## src/rtl/sync_gate_seq_if.sv

```systemverilog
`default_nettype none
// ============================================================================
// sync_gate_seq_if : request/status bundle for the Sync/Gate/Done sequencer
// Revision 1.0
// ============================================================================
interface sync_gate_seq_if #(
  parameter int CNT_W = 8
);
  logic             start;
  logic [CNT_W-1:0] len;
  logic             hold;
  logic             abort;
  logic             sync;
  logic             gate;
  logic             done;
  logic             busy;
  logic [3:0]       state;
  logic [CNT_W-1:0] wc;
  logic             wc0;
  logic             aborted;

  modport master (
    output start, len, hold, abort,
    input  sync, gate, done, busy, state, wc, wc0, aborted
  );

  modport slave (
    input  start, len, hold, abort,
    output sync, gate, done, busy, state, wc, wc0, aborted
  );
endinterface
`default_nettype wire

```

## src/rtl/sync_gate_seq.sv

```systemverilog
`default_nettype none
// ============================================================================
// sync_gate_seq : Sync -> Gate (counted beats) -> Drain -> Done sequencer
// Revision 1.0
// ============================================================================
module sync_gate_seq #(
  parameter int CNT_W        = 8,
  parameter int SYNC_CYCLES  = 4,
  parameter int DRAIN_CYCLES = 2
) (
  input  logic              clk,
  input  logic              rst,
  sync_gate_seq_if.slave    bus
);

  localparam int PH_MAX = (SYNC_CYCLES > DRAIN_CYCLES) ? SYNC_CYCLES : DRAIN_CYCLES;
  localparam int PH_W   = (PH_MAX > 1) ? $clog2(PH_MAX) : 1;
  localparam logic [PH_W-1:0] C_SYNC_LOAD  = PH_W'(SYNC_CYCLES - 1);
  localparam logic [PH_W-1:0] C_DRAIN_LOAD = PH_W'((DRAIN_CYCLES > 0) ? DRAIN_CYCLES - 1 : 0);

  // State encoding is the one-hot vector presented on the state output.
  typedef enum logic [3:0] {
    ST_IDLE  = 4'b0000,
    ST_SYNC  = 4'b0001,
    ST_GATE  = 4'b0010,
    ST_DRAIN = 4'b0100,
    ST_DONE  = 4'b1000
  } state_t;

  state_t           state_q, state_d;
  logic [PH_W-1:0]  ph_q, ph_d;
  logic [CNT_W-1:0] wc_q, wc_d;
  logic             aborted_q, aborted_d;

  always_ff @(posedge clk) begin
    if (rst) begin
      state_q   <= ST_IDLE;
      ph_q      <= '0;
      wc_q      <= '0;
      aborted_q <= 1'b0;
    end else begin
      state_q   <= state_d;
      ph_q      <= ph_d;
      wc_q      <= wc_d;
      aborted_q <= aborted_d;
    end
  end

  always_comb begin
    state_d   = state_q;
    ph_d      = ph_q;
    wc_d      = wc_q;
    aborted_d = aborted_q;
    case (state_q)
      ST_IDLE: begin
        if (bus.start) begin
          aborted_d = 1'b0;
          wc_d      = bus.len;
          if (bus.len != '0) begin
            ph_d    = C_SYNC_LOAD;
            state_d = ST_SYNC;
          end else begin
            state_d = ST_DONE;
          end
        end
      end
      ST_SYNC: begin
        if (bus.abort) begin
          aborted_d = 1'b1;
          state_d   = ST_DONE;
        end else if (ph_q == '0) begin
          state_d = ST_GATE;
        end else begin
          ph_d = ph_q - 1'b1;
        end
      end
      ST_GATE: begin
        if (bus.abort) begin
          aborted_d = 1'b1;
          state_d   = ST_DONE;
        end else if (!bus.hold) begin
          if (wc_q != '0) begin
            wc_d = wc_q - 1'b1;
          end
          // Last beat (or a degenerate zero count) ends the gate window.
          if (wc_q <= CNT_W'(1)) begin
            ph_d    = C_DRAIN_LOAD;
            state_d = (DRAIN_CYCLES == 0) ? ST_DONE : ST_DRAIN;
          end
        end
      end
      ST_DRAIN: begin
        if (bus.abort) begin
          aborted_d = 1'b1;
          state_d   = ST_DONE;
        end else if (ph_q == '0) begin
          state_d = ST_DONE;
        end else begin
          ph_d = ph_q - 1'b1;
        end
      end
      ST_DONE: begin
        state_d = ST_IDLE;
      end
      default: begin
        state_d = ST_IDLE;
      end
    endcase
  end

  assign bus.sync    = state_q[0];
  assign bus.gate    = state_q[1];
  assign bus.done    = state_q[3];
  assign bus.busy    = |state_q;
  assign bus.state   = state_q;
  assign bus.wc      = wc_q;
  assign bus.wc0     = (wc_q == '0);
  assign bus.aborted = aborted_q;

endmodule
`default_nettype wire

```

## src/flat_wrapper.sv

```systemverilog
// flat-port wrapper written by rule: the top's interface ports become plain ports
module sync_gate_seq_flat 
#(
  parameter int CNT_W        = 8,
  parameter int SYNC_CYCLES  = 4,
  parameter int DRAIN_CYCLES = 2
)
  (clk, rst, bus_start, bus_len, bus_hold, bus_abort, bus_sync, bus_gate, bus_done, bus_busy, bus_state, bus_wc, bus_wc0, bus_aborted);
  sync_gate_seq_if #(.CNT_W(CNT_W)) bus_i ();
  input  logic clk;
  input  logic rst;
  input wire logic [$bits(bus_i.start)-1:0] bus_start;
  input wire logic [$bits(bus_i.len)-1:0] bus_len;
  input wire logic [$bits(bus_i.hold)-1:0] bus_hold;
  input wire logic [$bits(bus_i.abort)-1:0] bus_abort;
  output wire logic [$bits(bus_i.sync)-1:0] bus_sync;
  output wire logic [$bits(bus_i.gate)-1:0] bus_gate;
  output wire logic [$bits(bus_i.done)-1:0] bus_done;
  output wire logic [$bits(bus_i.busy)-1:0] bus_busy;
  output wire logic [$bits(bus_i.state)-1:0] bus_state;
  output wire logic [$bits(bus_i.wc)-1:0] bus_wc;
  output wire logic [$bits(bus_i.wc0)-1:0] bus_wc0;
  output wire logic [$bits(bus_i.aborted)-1:0] bus_aborted;
  assign bus_i.start = bus_start;
  assign bus_i.len = bus_len;
  assign bus_i.hold = bus_hold;
  assign bus_i.abort = bus_abort;
  assign bus_sync = bus_i.sync;
  assign bus_gate = bus_i.gate;
  assign bus_done = bus_i.done;
  assign bus_busy = bus_i.busy;
  assign bus_state = bus_i.state;
  assign bus_wc = bus_i.wc;
  assign bus_wc0 = bus_i.wc0;
  assign bus_aborted = bus_i.aborted;
  sync_gate_seq #(.CNT_W(CNT_W), .SYNC_CYCLES(SYNC_CYCLES), .DRAIN_CYCLES(DRAIN_CYCLES)) u_core (.clk(clk), .rst(rst), .bus(bus_i));
endmodule
```

## config.mk

```make
export PLATFORM = sky130hd
export DESIGN_NAME = sync_gate_seq_flat
export DESIGN_NICKNAME = d
export VERILOG_FILES = /design/src/rtl/sync_gate_seq_if.sv /design/src/rtl/sync_gate_seq.sv /design/src/flat_wrapper.sv
export SDC_FILE = /design/constraint.sdc
export NUM_CORES = 1
export LEC_CHECK = 0
export ABC_AREA = 1
export ABC_CLOCK_PERIOD_IN_PS = 2100
export BUFFER_PORTS_ARGS = -buffer_cell sky130_fd_sc_hd__buf_2
export CORE_ASPECT_RATIO = 1.1
export CORE_MARGIN = 10
export CORE_UTILIZATION = 52
export DETAILED_ROUTE_END_ITERATION = 10
export PLACE_DENSITY_LB_ADDON = 0.2
export SLEW_MARGIN = 30
export SYNTH_ARGS = -nofsm -noshare
export SYNTH_HDL_FRONTEND = slang
export SYNTH_SLANG_ARGS = --single-unit
```

## constraint.sdc

```tcl
create_clock -name clk -period 2.1 [get_ports clk]
set_clock_uncertainty 0.2 [all_clocks]
set_input_delay 0.63 -clock clk [delete_from_list [all_inputs] [get_ports clk]]
set_output_delay 0.63 -clock clk [all_outputs]
set_load 0.01 [all_outputs]
```

==> results of run 1 <==
-- metal layers --
metal / part of all wire [%] / vias to the layer above / wire length [microns]
met5: 0 / - / 0
met3: 7.2 / 7 / 217
met2: 51 / 41 / 1520
met4: 1.3 / 0 / 40
li1: - / 678 / -
met1: 41 / 576 / 1220
-- registers in the layout, summed over array words and instances, names as in the netlist --
register and count:
u_core.bus.aborted 1, u_core.ph_q 2, u_core.bus.state 4, u_core.bus.wc 8
-- area by class of cell --
| cell class | instances | area (sq um) | area share, % |
|---|---|---|---|
| clock inverters | 1 | 5.00 | 0.361 |
| multi-input cells | 153 | 742 | 53.5 |
| inverters | 25 | 93.8 | 6.77 |
| repair buffers | 33 | 173 | 12.5 |
| clock buffers | 3 | 22.5 | 1.62 |
| well taps | 28 | 35.0 | 2.53 |
| flip-flops and latches | 15 | 315 | 22.7 |
-- cell usage after synthesis, drive strengths merged --
cell,n,share of area [%]
ha,4,4.3
buf,6,3.8
nor2,48,17
a31oi,1,0.54
inv,25,8.0
nor3b,2,1.7
a21oi,2,1.8
nor3,2,0.86
dfxtp,15,26
nand3b,2,1.3
or2,1,0.54
nand2,62,21
xnor2,1,0.75
o21ai,16,6.9
nand4,2,1.1
nand3,10,4.7
-- placed cells by master (no fill, tap or decap) --
master | netlist | layout
nand4_1 | 2 | 2
nand2_2 | 3 | 3
or2_2 | 1 | 1
a31oi_1 | 1 | 1
ha_1 | 4 | 4
dfxtp_4 | 0 | 1
dfxtp_1 | 15 | 5
inv_1 | 20 | 18
nand2_1 | 59 | 59
a21oi_1 | 1 | 1
o21ai_1 | 4 | 4
nand3b_1 | 2 | 2
nand3_1 | 9 | 9
nor3b_1 | 1 | 1
nor3b_4 | 0 | 1
nor3_1 | 2 | 2
buf_2 | 2 | 30
a21oi_4 | 1 | 1
clkbuf_4 | 0 | 3
buf_4 | 3 | 3
inv_2 | 5 | 7
dfxtp_2 | 0 | 9
nand3_2 | 1 | 1
xnor2_1 | 1 | 1
nor2_4 | 2 | 3
nor2_2 | 3 | 3
o21ai_0 | 12 | 12
clkinv_2 | 0 | 1
nor2_1 | 43 | 42
-- cells by family after synthesis --
group                      synth area share [%]
and+or+nand+nor                            48.2
buffers and inverters                      11.8
AOI/OAI and AO/OA                          9.23
DFF                                        25.8
adders and majority gates                  4.29
xor gates and xnor gates                  0.751
-- metrics by stage --
step	util, %	hold slack (ps)	total power, W	area [sq um]
6_report	67.2	282	0.00239	1390
5_1_grt	67.2	301	0.00267	1390
4_1_cts	65.5	288	0.00234	1350
3_5_place_dp	64.1	258	0.00216	1320
3_3_place_gp	64.1	263	0.00211	1320
2_1_floorplan	-	255	0.00180	1170
-- worst max-delay path by stage --
| stage | startpoint | end | slack (ps) | cells after the start |
|---|---|---|---|---|
| after floorplan | bus_abort | u_core.bus.wc[0] | 400 | 9 |
| after global placement | bus_abort | u_core.bus.wc[4] | 140 | 11 |
| after detailed placement | bus_abort | u_core.bus.wc[4] | 100 | 11 |
| after CTS | u_core.bus.wc[1] | bus_wc0 | 10 | 4 |
| after global routing | u_core.bus.wc[5] | bus_wc0 | -20 | 4 |
| final | u_core.bus.wc[5] | bus_wc0 | 50 | 4 |
-- tightest hold or removal path, stage by stage (launching register included) --
cell and delay [ps]:
dfxtp_1 340, a31oi_1 40, nor2_1 70
-- timing repair --
item,4_1_cts,5_1_grt
setup buffers,0,1
pin swaps,0,1
gates resized for setup,1,15
setup endpoints to repair,1,2
-- power groups by stage --
stage / Sequential, W / Clock [W] / Combinational (W)
CTS: 0.000523 / 0.000172 / 0.00164
global route: 0.000562 / 0.000188 / 0.00192
detailed placement: 0.000528 / 0 / 0.00164
floorplan: 0.000566 / 0 / 0.00123
finish: 0.000548 / 0.000167 / 0.00167
global placement: 0.000518 / 0 / 0.00159
==> results.md, run 1 <==
- Clock root buffer: clkbuf_4
- Share of cells above drive strength 1: 29.1%
- Bufs and invs on worst path: 1
- Rows: 17
- Via/cell ratio: approximately 5.0
- Reg clk slew, reported paths: 90 ps
- Die area: 4540 sq um
- Pre-antenna DRT Iters: 5
- Tcrit/Tclk final: 97.4%
- Critical path's top delay family: simple AND/OR/NAND/NOR gates
- Worst Slack Setup Final: between 50 and 60 ps
- R2R depth: 9
- DRC violations left: 0
- First-pass GRT wire length: between 5000 and 6000 microns
- Die Wd: between 60 and 70 microns
- I/O pin total: 31
- GRT Total Usage: about 14%
- Hold Crit Start: u_core.bus.aborted
- Wirelength, routed: 3000 microns
- CTS Buffer Depth: 2
- Setup TNS: 0 ps
- Pleak: 0.758 nW
- Status: finished clean
- Starting Density: 56.5%
- Unrepaired setup endpoints after global routing: yes
- Logic pwr share: 70.1%
- Critical Path RT: 1270 ps
- Most used routing layer: met2
- Cell area after synthesis: 1170 sq um
- Final ANT Viol Nets: 0
- Crit. End Element: output port
- Internal power: 0.00110 W
- Net Sw Frac: around 54%
- Worst-margin pin slew: 423 ps
- Synth Register Bits: 15
- Synth unique cells: 26
- Place WS: 96.4 ps
- Finished Layout Cells: 258
- Crit Reg-Reg Endpoint: u_core.bus.wc[4]
- Final GP Congestion: about 0.87
- CP max-delay cell: dfxtp_2
- FF-to-FF Start: u_core.bus.state[1]
- CP startpoint kind: flop
- Reg power frac: 22.9%
- Met2 Track Usage GR: between 20% and 30%
- Met3 Usage GRT: 4.03%
- I/O Buffers: 30
- Final setup viols: 0
- Syn Nets: 216
- Max VDD drop: 1.08 mV
- Layout net count: 248
- Seq/Total Area, Yosys: 25.8%
- Inst Count DP: 253
- CTS tree: done
- Core Area: just over 2000 sq um
- Final min period: approximately 2000 ps
- Vias in the first global route: 1293
- H-tree Lvls: 1
- Clk pwr share: under 10%
- Avg Synthesized Cell Area: 5.86 sq um
- Hold endpoint: u_core.bus.aborted
- Final Hold Viols: 0
- Met1 usage: between 10 and 15%
- Worst rel slew slack: 71.8%
- Critical path class: flop to output port
- Hold depth: 2
- Reg-to-reg setup timing slack: approximately 290 ps
- Clock sink count: 15
- Yosys warnings: 0
- Initial antenna violation count: 0
- CTS Buf Count: 3
- Post-Synthesis Cells: 199
- Crit-path max cell delay: 360 ps
- Arrival @ worst endpoint: about 1200 ps
- Hold/Removal Path Class: flop to flop
- FMAX: 489 MHz
- Dpl hpwl: 2440 microns
- Worst-skew pair later-pin latency: between 200 and 300 ps
- PwrDens: 1720 nW/um^2
- Max cap viols: 0
- Fin. max-slew vios: 0
- Filler cells: around 210
- Crit-path cells: nor2_4 > nand2_1 > nor3b_4 > buf_2
- DR vias: 1302
- DR iter-0 viols: 75
- Sw power: about 0.0013 W
- ANT cells: 0
- Worst-path fanout max: 5
- Hold_buf cts: 0
- Largest net degree at the start of global routing: 15
- Post-DR wirelength/cell: 11.6 microns
- Grt ovf: 0
- Area grow syn2layout: 18.9%
- Die Height: approximately 70 microns
(Power assumes the default switching activity.)
==> run 2: changes to the inputs <==
--- a/config.mk
+++ b/config.mk
@@ -7,7 +7,7 @@
 export LEC_CHECK = 0
 export ABC_AREA = 1
 export ABC_CLOCK_PERIOD_IN_PS = 2100
-export BUFFER_PORTS_ARGS = -buffer_cell sky130_fd_sc_hd__buf_2
+export BUFFER_PORTS_ARGS = -buffer_cell sky130_fd_sc_hd__buf_4
 export CORE_ASPECT_RATIO = 1.1
 export CORE_MARGIN = 10
 export CORE_UTILIZATION = 52
==> results.md, run 2 (same netlist as run 1, synthesis figures left out) <==
- Status: finished clean
- GRT Total Usage: 14.2% (+0.47 points)
- Dpl hpwl: 2480 microns (+1.3%)
- First-pass GRT wire length: 5290 microns (+0.13%)
- Final Hold Viols: 0 (unchanged)
- CP startpoint: u_core.bus.wc[5]
- Most common cell after layout, fill and taps aside: nand2_1
- Die area: 4540 sq um (unchanged)
- Arrival @ worst endpoint: 1240 ps (+20 ps)
- Hold/Removal Path Class: input pin to flop
- Critical Path RT: 1270 ps (about the same)
- Layout net count: 249 (+0.40%)
- Final ANT Viol Nets: 0 (unchanged)
- FF-to-FF Start: u_core.bus.wc[0]
- Commonest non-fill, non-tap cells in the layout: nand2_1 (58), nor2_1 (42), buf_4 (33), inv_1 (18), o21ai_0 (12)
- Worst-path fanout max: 5 (unchanged)
- Max VDD drop: 1.09 mV (+1.0%)
- DR iter-0 viols: 76 (+1.3%)
- Post-DR wirelength/cell: 12.6 microns (+8.7%)
- Final min period: 2070 ps (+28.5 ps)
- Vias in the first global route: 1306 (+1.0%)
- Hold_buf cts: 0 (unchanged)
- DR vias: 1336 (+2.6%)
- Worst-skew pair later-pin latency: 290 ps (about the same)
- Final GP Congestion: 0.883 (+1.9%)
- Largest net degree at the start of global routing: 15 (unchanged)
- Unrepaired setup endpoints after global routing: yes
- DRC violations left: 0 (unchanged)
- CTS tree: done
- Fin. max-slew vios: 0 (unchanged)
- Starting Density: 56.5% (unchanged)
- Area grow syn2layout: 27.0%
- Pre-antenna DRT Iters: 4 (-1)
- Wirelength, routed: 3280 microns (+9.1%)
- Worst-margin pin slew: 445 ps (+21.6 ps)
- Initial antenna violation count: 0 (unchanged)
- Die Wd: 65.2 microns (unchanged)
- CP startpoint kind: flop
- Grt ovf: 0 (unchanged)
- Max cap viols: 0 (unchanged)
- CTS Buf Count: 3 (unchanged)
- I/O Buffers: 30 (unchanged)
- Pleak: 0.777 nW (+2.5%)
- Number of flip-flops in the largest register: 8 (unchanged)
- Total power: 0.00255 W (+6.8%)
- Critical path class: flop to output port
- Final setup viols: 0 (unchanged)
- Core Area: 2060 sq um (unchanged)
- ANT cells: 0 (unchanged)
- I/O pin total: 31 (unchanged)
- Reg clk slew, reported paths: 100 ps (about the same)
- Clock sink count: 15 (unchanged)
- Share of cells above drive strength 1: 28.6% (-0.56 points)
- Die Height: 69.7 microns (unchanged)
- PwrDens: 1720 nW/um^2 (about the same)
- CTS Buffer Depth: 2 (unchanged)
- H-tree Lvls: 1 (unchanged)
- Via/cell ratio: 5.16 (+2.2%)
- Worst rel slew slack: 70.3% (-1.4 points)
- Rows: 17 (unchanged)
- Hold Crit Start: rst
- Clock root buffer: clkbuf_4
- FMAX: 482 MHz (-1.4%)
- Tcrit/Tclk final: 98.7% (+1.4 points)
- Final core utilization: 71.8% (+4.6 points)
- Crit. End Element: output port
run 2: layer usage:
metal,GRT usage [%],wire [microns]
met1,14.0,1280
met2,24.8,1720
met3,4.35,212
met4,8.73,63
met5,0,0
run 2: through the flow:
step                worst slack, ps  instance area (sq um)  cells  hold slack [ps]  TNS (ps)
finish                         26.3                   1480    259              286         0
global route                  -25.1                   1480    259              280     -25.1
CTS                            6.44                   1420    256              292         0
detailed placement             91.5                   1390    252              270         0
global placement                146                   1390    252              266         0
floorplan                       403                   1170    199              255         0
run 2: worst max-delay path, stage by stage (launching register included):
cell and delay [ps]:
dfxtp_4 380, nor2_4 140, nand2_2 80, nor3b_4 230, buf_6 130
run 2: power breakdown:
| group | switching, W | internal, W |
|---|---|---|
| combinational | 0.00110 | 0.000715 |
| sequential | 0.000141 | 0.000421 |
| clock | 0.000100 | 0.0000739 |
run 2: final timing paths:
check | to | slack [ps] | cells after the start
worst max-delay path | bus_wc0 | 30 | 4
worst max register to register | u_core.bus.state[1] | 270 | 9
worst min register to register | u_core.ph_q[1] | 290 | 2
worst min-delay path | u_core.bus.state[3] | 290 | 2
run 2: cell type report:
type / instances / area, sq um
Multi-Input combinational cell: 153 / 749
Sequential cell: 15 / 318
Inverter: 25 / 93.8
Fill cell: 185 / 582
Clock buffer: 4 / 26.3
Timing Repair Buffer: 34 / 259
Tap cell: 28 / 35.0
run 2: what timing repair did:
| item | 4_1_cts | 5_1_grt |
|---|---|---|
| setup buffers | 0 | 3 |
| gates resized for setup | 3 | 16 |
| endpoints found under the setup margin | 1 | 2 |
| pin swaps | 0 | 2 |
| hold endpoints to repair | 0 | 0 |
